===== src/rtl/issue_throttle_pkg.sv =====
// Shared defaults and budget conversion for the SM issue throttle.
package issue_throttle_pkg;

  localparam int DEF_MAX_BUDGET    = 20;
  localparam int DEF_MIN_BUDGET    = 1;
  localparam int DEF_VDIV          = 10;
  localparam int DEF_WINDOW        = 10;
  localparam int DEF_UPDATE_PERIOD = 20;

  // Voltage reading to per-window budget. The math is done in 32-bit signed,
  // wide enough that a large reading goes negative and clamps rather than wraps.
  function automatic int calc_budget(input int volt, input logic en,
                                     input int max_b, input int min_b,
                                     input int vdiv);
    int b;
    if (!en) return max_b;
    b = max_b - (volt / vdiv);
    return (b < min_b) ? min_b : b;
  endfunction

endpackage


===== src/rtl/issue_throttle_ctrl_lane.sv =====
// One SM lane: latched budget, remaining-issue counter, overrun and stall.
module issue_budget_lane
  import issue_throttle_pkg::*;
#(
  parameter int VW         = 8,
  parameter int IW         = 5,
  parameter int MAX_BUDGET = DEF_MAX_BUDGET,
  parameter int MIN_BUDGET = DEF_MIN_BUDGET,
  parameter int VDIV       = DEF_VDIV
) (
  input  logic          clk_sm,
  input  logic          rst,
  input  logic          load,
  input  logic          reload,
  input  logic          en,
  input  logic [VW-1:0] voltage,
  input  logic [IW-1:0] issued,
  output logic [IW-1:0] budget,
  output logic [IW-1:0] remaining,
  output logic          stall,
  output logic          overrun
);

  logic [IW-1:0] budget_d, budget_q;
  logic [IW-1:0] remaining_d, remaining_q;
  logic          overrun_d, overrun_q;

  // Next budget / remaining / overrun; reload takes the pre-edge budget and
  // discards any issues reported on that edge.
  always_comb begin
    budget_d    = budget_q;
    remaining_d = remaining_q;
    overrun_d   = issued > remaining_q;
    if (load)
      budget_d = IW'(calc_budget(int'({1'b0, voltage}), en,
                                 MAX_BUDGET, MIN_BUDGET, VDIV));
    if (reload)
      remaining_d = budget_q;
    else if (issued > remaining_q)
      remaining_d = '0;
    else
      remaining_d = remaining_q - issued;
  end

  // Lane state registers.
  always_ff @(posedge clk_sm) begin
    if (rst) begin
      budget_q    <= IW'(MAX_BUDGET);
      remaining_q <= IW'(MAX_BUDGET);
      overrun_q   <= 1'b0;
    end else begin
      budget_q    <= budget_d;
      remaining_q <= remaining_d;
      overrun_q   <= overrun_d;
    end
  end

  assign budget    = budget_q;
  assign remaining = remaining_q;
  assign overrun   = overrun_q;
  assign stall     = (remaining_q == '0);

endmodule


===== src/rtl/issue_throttle_ctrl.sv =====
// Per-SM issue-budget throttle: global update/window counters feeding NUM_SM lanes.
module issue_throttle_ctrl
  import issue_throttle_pkg::*;
#(
  parameter int NUM_SM        = 16,
  parameter int VW            = 8,
  parameter int IW            = 5,
  parameter int WINDOW        = DEF_WINDOW,
  parameter int UPDATE_PERIOD = DEF_UPDATE_PERIOD,
  parameter int MAX_BUDGET    = DEF_MAX_BUDGET,
  parameter int MIN_BUDGET    = DEF_MIN_BUDGET,
  parameter int VDIV          = DEF_VDIV
) (
  input  logic                 clk_sm,
  input  logic                 rst,
  input  logic [NUM_SM*VW-1:0] voltage,
  input  logic [NUM_SM*IW-1:0] issued,
  input  logic [NUM_SM-1:0]    throttle_en,
  output logic [NUM_SM*IW-1:0] remaining,
  output logic [NUM_SM*IW-1:0] budget,
  output logic [NUM_SM-1:0]    stall,
  output logic [NUM_SM-1:0]    overrun,
  output logic                 update_pulse
);

  localparam int UW = $clog2(UPDATE_PERIOD);
  localparam int WW = $clog2(WINDOW);

  if (WINDOW < 2)                begin : g_chk_window $error("WINDOW must be >= 2"); end
  if (UPDATE_PERIOD < 2)         begin : g_chk_upd    $error("UPDATE_PERIOD must be >= 2"); end
  if (MAX_BUDGET >= (1 << IW))   begin : g_chk_max    $error("MAX_BUDGET must fit in IW bits"); end
  if (MIN_BUDGET > MAX_BUDGET)   begin : g_chk_min    $error("MIN_BUDGET must be <= MAX_BUDGET"); end
  if (VDIV < 1)                  begin : g_chk_vdiv   $error("VDIV must be >= 1"); end
  if (VW > 30)                   begin : g_chk_vw     $error("VW too wide for budget math"); end

  logic [UW-1:0] upd_cnt_d, upd_cnt_q;
  logic [WW-1:0] win_cnt_d, win_cnt_q;
  logic          update_pulse_d, update_pulse_q;
  logic          load, reload;

  assign load   = (upd_cnt_q == UW'(UPDATE_PERIOD - 1));
  assign reload = (win_cnt_q == WW'(WINDOW - 1));

  // Wrapping period counters; update_pulse trails the load edge by one cycle.
  always_comb begin
    upd_cnt_d      = load   ? '0 : upd_cnt_q + UW'(1);
    win_cnt_d      = reload ? '0 : win_cnt_q + WW'(1);
    update_pulse_d = load;
  end

  // Global counter registers.
  always_ff @(posedge clk_sm) begin
    if (rst) begin
      upd_cnt_q      <= '0;
      win_cnt_q      <= '0;
      update_pulse_q <= 1'b0;
    end else begin
      upd_cnt_q      <= upd_cnt_d;
      win_cnt_q      <= win_cnt_d;
      update_pulse_q <= update_pulse_d;
    end
  end

  assign update_pulse = update_pulse_q;

  for (genvar i = 0; i < NUM_SM; i++) begin : g_lane
    issue_budget_lane #(
      .VW(VW), .IW(IW), .MAX_BUDGET(MAX_BUDGET),
      .MIN_BUDGET(MIN_BUDGET), .VDIV(VDIV)
    ) u_lane (
      .clk_sm    (clk_sm),
      .rst       (rst),
      .load      (load),
      .reload    (reload),
      .en        (throttle_en[i]),
      .voltage   (voltage[i*VW +: VW]),
      .issued    (issued[i*IW +: IW]),
      .budget    (budget[i*IW +: IW]),
      .remaining (remaining[i*IW +: IW]),
      .stall     (stall[i]),
      .overrun   (overrun[i])
    );
  end

endmodule


===== config.mk =====
export PLATFORM = sky130hd
export DESIGN_NAME = issue_throttle_ctrl
export DESIGN_NICKNAME = d
export VERILOG_FILES = /design/src/rtl/issue_throttle_pkg.sv /design/src/rtl/issue_throttle_ctrl_lane.sv /design/src/rtl/issue_throttle_ctrl.sv
export SDC_FILE = /design/constraint.sdc
export NUM_CORES = 1
export LEC_CHECK = 0
export ABC_AREA = 1
export BUFFER_PORTS_ARGS = -buffer_cell sky130_fd_sc_hd__buf_4
export CAP_MARGIN = 5
export CORE_ASPECT_RATIO = 0.75
export CORE_MARGIN = 2
export CORE_UTILIZATION = 45
export DETAILED_ROUTE_END_ITERATION = 10
export HOLD_SLACK_MARGIN = 0.02
export PLACE_DENSITY = 0.7
export SYNTH_ARGS = -nofsm -noshare
export SYNTH_HDL_FRONTEND = slang
export SYNTH_HIERARCHICAL = 1
export SYNTH_SLANG_ARGS = --single-unit

===== constraint.sdc =====
create_clock -name clk_sm -period 3.8 [get_ports clk_sm]
set_input_delay 0.57 -clock clk_sm [delete_from_list [all_inputs] [get_ports clk_sm]]
set_output_delay 0.57 -clock clk_sm [all_outputs]
set_load 0.03 [all_outputs]

After elaboration in Yosys (flattened, before gate mapping):

Index checks and enable logic that the tools add are counted.

* RAM bits: 0
* output and inout port bits: 193
* bits in latches: 0
* logic and storage cells: 265
* ROM bits: 0
* memories: 0
* register bits after elaboration: 186

* bitwise gates (word level): 0
* shift-type cells: 0
* eq/ne operators: 2
* mux-type cells: 112
* order comparisons: 32
* $add $sub $neg: 34
* multipliers: 0
* reduce and logical (&&, ||, !) cells: 18
* divide/modulo/power cells: 16

Operators with widths (count)
* divider 9 x 5 -> 32 bit, second input constant: 16
* < comparator 32 x 2 -> 1 bit, second input constant: 16
* subtractor 6 x 32 -> 32 bit, first input constant: 16
* two-way mux 5 bit: 80
* greater-than comparator 5 bit: 16
* logical NOT 5 bit: 16
* subtractor 5 bit: 16
* two-way mux 1 bit: 32
* adder 5 x 1 -> 5 bit, second input constant: 1
* equality test 5 bit, second input constant: 1
* adder 4 x 1 -> 4 bit, second input constant: 1
* equality test 4 bit, second input constant: 1
* OR reduction 2 bit: 2

Depth between registers and ports, before layout:

* word-level depth: 5
* gate-level depth with buffers: 34
* depth with buffers taken out: 33

By module:

The synthesis kept the hierarchy.

By module, submodules not included
* issue_budget_lane: area an instance 1313.8 µm², cells an instance 205, times used 16
* issue_throttle_ctrl: area an instance 441.7 µm², cells an instance 53, times used 1

Worst setup path after synthesis:

No wires, ideal clock.

* kind: input-to-reg
* from: in voltage[5]
* to: reg g_lane[0].u_lane.budget_q[4]
* path buffers: 0
* slack: -0.159 ns
* library setup time: 0.115 ns
* cell stages on the path: 31
* data required time: 3.685 ns
* arrival: 3.844 ns
* path through: inv_2 > nand2_4 > ha_1 > o21bai_4 > nand2_1 > nand3_1 > nand2_2 > nor2_4 > nand3_4 > nand2_1 > nand3_2 > nand2_2 > inv_2 > nand2_1 > nand2_1 > nor2_1 > nand2_1 > nor3_1 > ha_1 > or2_2 > nand2_1 > ha_1 > inv_1 > nor2_1 > nand2_1 > nor3_1 > nand2_2 > nand3_1 > nand2_1 > nand2_1 > nand2_1

* word-level cells in the longest chain between the ends: 5

RTL lines
* start, declared: line issue_throttle_ctrl.sv:16 `input logic [NUM_SM*VW-1:0] voltage,`
* divider 9 x 5 -> 32 bit (*): line issue_throttle_pkg.sv:17 `b = max_b - (volt / vdiv);`
* subtractor 6 x 32 -> 32 bit (*): line issue_throttle_pkg.sv:17
* < comparator 32 x 2 -> 1 bit: line issue_throttle_pkg.sv:18 `return (b < min_b) ? min_b : b;`
* two-way mux 5 bit (*): line issue_throttle_pkg.sv:18
* two-way mux 5 bit (*): line issue_throttle_pkg.sv:17
* end signal, assigned: line issue_throttle_ctrl_lane.sv:48 `budget_q <= IW'(MAX_BUDGET);`
* end signal, assigned: line issue_throttle_ctrl_lane.sv:52 `budget_q <= budget_d;`
* end, declared: line issue_throttle_ctrl_lane.sv:24 `logic [IW-1:0] budget_d, budget_q;`

Mark *: on every way between the ends. The rest lies on a longest branch, timed or not.
A chain may end at the register's enable or synchronous reset.

Final worst setup path:

Ends and elaborated chain as after synthesis.

==> out/metrics.cfg <==
[yosys]
seq_area_frac_synth_pct = 17.35
syn_area_per_cell_sq_um = 6.439
synth_top_area_share_pct = 17.35
synth_top_cells_by_area = dfxtp_1 17%, nand2_1 14%, inv_1 9.1%
yosysUniqueCellTypes = 35
syn-cell-area_sq_mm = 0.02146
syn_inst = 3333
synth_area_leader_cell = dfxtp_1
synth_seq_cells = 186
yosys_warnings = 6
syn_nets = 3722

[placed_design]
pre_cts_ws_ns = -0.3892
dpl_cell_area_sq_mm = 0.02847
numPortBuffers = 402
gp_congestion = 0.8887
hpwl_microns = 49440

[detailed_routing]
vias_per_cell = 4.947
drc = 0
dr.pass1.iters = 5
drt_iter0_drc = 1398
routed_wirelength_microns = 66780
routedWlPerCell_microns = 13.64
vias = 24226
postRouteAntennaNets = 0

[floorplanning]
dieArea_sq_mm = 0.04947
pin_count = 419
fp.dieH_microns = 193.1
initial_utilization_pct = 45.45
die_x_microns = 256.2
coreArea_sq_mm = 0.04722
num_rows = 69

[worst_hold_path]
hp-class = input port to flip-flop

[layout]
nNetsFinal = 4630
area_delta_synth_final_pct = 51.59
fill_cells = 3905
final_area_sq_mm = 0.03254
drive_above_1_share_pct = 45.10

[sta]
tightest_slew_ns = 0.6628
tns_ns = 0
setup_ws_ns = 0.08659
setup_viol = 0
maxSlewHeadroom_pct = 55.82
finalCriticalPeriod_ns = 3.713
hold_violations = 0
fmaxAchievable_mhz = 269.3
clock_skew_ns = 0.009767
fin_crit_sh_pct = 97.72
report.final.slew_viol_count = 0
rsz0062_at_grt = true

[global_route]
grt_pass1_wl_microns = 98990
grt_usage_pct = 23.70
antenna_found_initial = 4
overflow = 0
grt_max_degree = 74
grt_pass1_vias = 21072

[critical_path]
endpoint_kind = flip-flop
cp_slowest_cell = ha_4
arrival_ns = 4.07
crit_fanout = 6
crit_top_cell = nand2_2
critPathKind = input port to flip-flop
cp_data_required_time_ns = 4.16
cp_slowest_stage_delay_ns = 0.26
cp-start-kind = input port

[power_and_ir_drop]
fin_total_pwr_mw = 10.72
p_clk_share_pct = 19.4
combinationalPowerShare_pct = 59.8
powerDensity_mw_per_mm2 = 329.6
leakagePower_nw = 17.09
p_seq_share_pct = 20.8
ir_worst_vdd_uv = 355.3
swShare_pct = 42.83
p_sw_mw = 4.593
internal_power_mw = 6.131

[cts]
clockBufferDepth = 2
clk_latency_ns = 0.47
postCtsHoldBufs = 0
cts_sinks = 186
numCtsBuffers = 17
clkTransAtPathRegs_ns = 0.08
cts_tree = yes
h-tree-depth = 4
root_buffer = clkbuf_16

[run_status]
status = complete, no violations

[flow_run]
maxCapViolations = 0

==> worst max-delay path, delay by kind of cell <==
family / cells / cell delay [ns]
AND/OR/NAND/NOR: 24 / 2.36
adder cells (fa/ha/maj): 3 / 0.72
buffers and inverters: 4 / 0.23
AO/OA/AOI/OAI: 1 / 0.19
==> layout by cell type, fill, tap and decap left out, types with 17 or more instances in the layout <==
master,Yosys,final
o21ai_0,32,30
a21oi_1,177,177
nand2_4,34,111
nand3_2,80,141
nor2_2,17,43
buf_6,16,20
inv_4,0,26
a221o_1,32,32
dfxtp_1,186,186
or2_4,0,17
nor3_2,16,33
xnor2_1,18,18
inv_1,519,476
nor2_1,232,202
ha_1,147,100
ha_4,0,31
inv_2,82,90
nand2_1,776,643
nand4_1,83,83
nand3_1,371,259
clkbuf_16,0,17
nor2_4,17,21
a21oi_2,32,32
buf_4,0,900
nand2_2,192,248
xor2_1,32,31
nand3_4,32,83
==> routing by layer <==
layer  vias up  global-route usage [%]  share of wire [%]
met1     11015                   33.03                 47
met2       516                   38.27                 47
met4         0                   5.241                1.5
li1      12641                       -                  -
met5         -                       0                  0
met3        54                   4.131                4.6
==> power groups by stage <==
stage	sequential, mW	clock, mW	combinational [mW]
2_1_floorplan	2.54	0	3.27
5_1_grt	2.25	2.21	7.05
3_5_place_dp	2.28	0	5.34
6_report	2.24	2.08	6.41
3_3_place_gp	2.28	0	5.26
4_1_cts	2.23	2.12	5.37
==> final timing paths <==
check	startpoint	cells after the start	to	slack [ns]
setup / recovery	voltage[5]	32	g_lane[0].u_lane/budget[4]$_SDFFE_PP1P_	0.09
hold / removal	throttle_en[9]	4	g_lane[9].u_lane/budget[2]$_SDFFE_PP1P_	0.37
setup reg to reg	g_lane[2].u_lane/remaining[2]$_SDFF_PP1_	10	g_lane[2].u_lane/remaining[4]$_SDFF_PP1_	1.65
hold reg to reg	upd_cnt_q[0]$_SDFF_PP0_	1	upd_cnt_q[0]$_SDFF_PP0_	0.46
==> state kept, by name, summed over array words and instances, names as in the netlist <==
signal                   flops
g_lane.u_lane/budget        80
win_cnt_q                    4
upd_cnt_q                    5
update_pulse                 1
g_lane.u_lane/remaining     80
g_lane.u_lane/overrun       16
==> repair_timing <==
item,CTS,global route
resized for setup,0,611
endpoints found under the setup margin,0,64
buffers inserted,0,95
==> Yosys cell counts <==
master and count:
nand2_2 192, nand2_1 776, nor2_2 17, o21bai_4 16, a21oi_2 32, nand3_4 32
o21ai_0 32, or2_2 16, nor3_1 33, nor2_4 17, a211oi_1 16, xor2_1 32
dfxtp_1 186, nand3b_1 16, inv_2 82, nor2_1 232, buf_6 16, a221o_1 32
nand2_4 34, nand4_1 83, inv_1 519, fa_1 16, o21ai_2 1, xnor2_1 18
a21oi_1 177, nor3_2 16, dlygate4sd1_1 16, nand3b_2 16, nor4_1 16, nand3_1 371
clkbuf_1 16, nand3_2 80, a31oi_1 16, ha_1 147, or2_0 16
==> area by class of cell <==
type | instances | area [sq um] | area share (%)
clock inverter | 13 | 211.5 | 0.6499
timing repair buffer | 937 | 7252 | 22.29
multi-input combinational | 2498 | 17730 | 54.50
sequential | 186 | 3724 | 11.44
clock buffer | 18 | 439.2 | 1.350
inverter | 601 | 2366 | 7.272
tap | 639 | 799.5 | 2.457
antenna | 5 | 12.51 | 0.03846
==> per-stage QoR <==
step,utilization (%),cells,hold slack [ns]
after global routing,68.89,4896,0.3476
after CTS,61.67,4797,0.3362
final,68.89,4897,0.3656
after detailed placement,60.29,4766,0.4514
after global placement,60.29,4766,0.4438
after floorplan,-,3333,0.4299
==> cell families (layout without fill, tap and decap cells) <==
family | Yosys count | after routing | share of synthesized area (%)
other cells | 0 | 5 | 0
flops | 186 | 186 | 17.35
buf+inv | 649 | 1569 | 12.28
compound gates | 322 | 322 | 10.14
simple gates | 1963 | 1963 | 48.13
xor+xnor | 50 | 50 | 2.040
fa+ha+maj | 163 | 163 | 10.06
(Power assumes the default switching activity.)
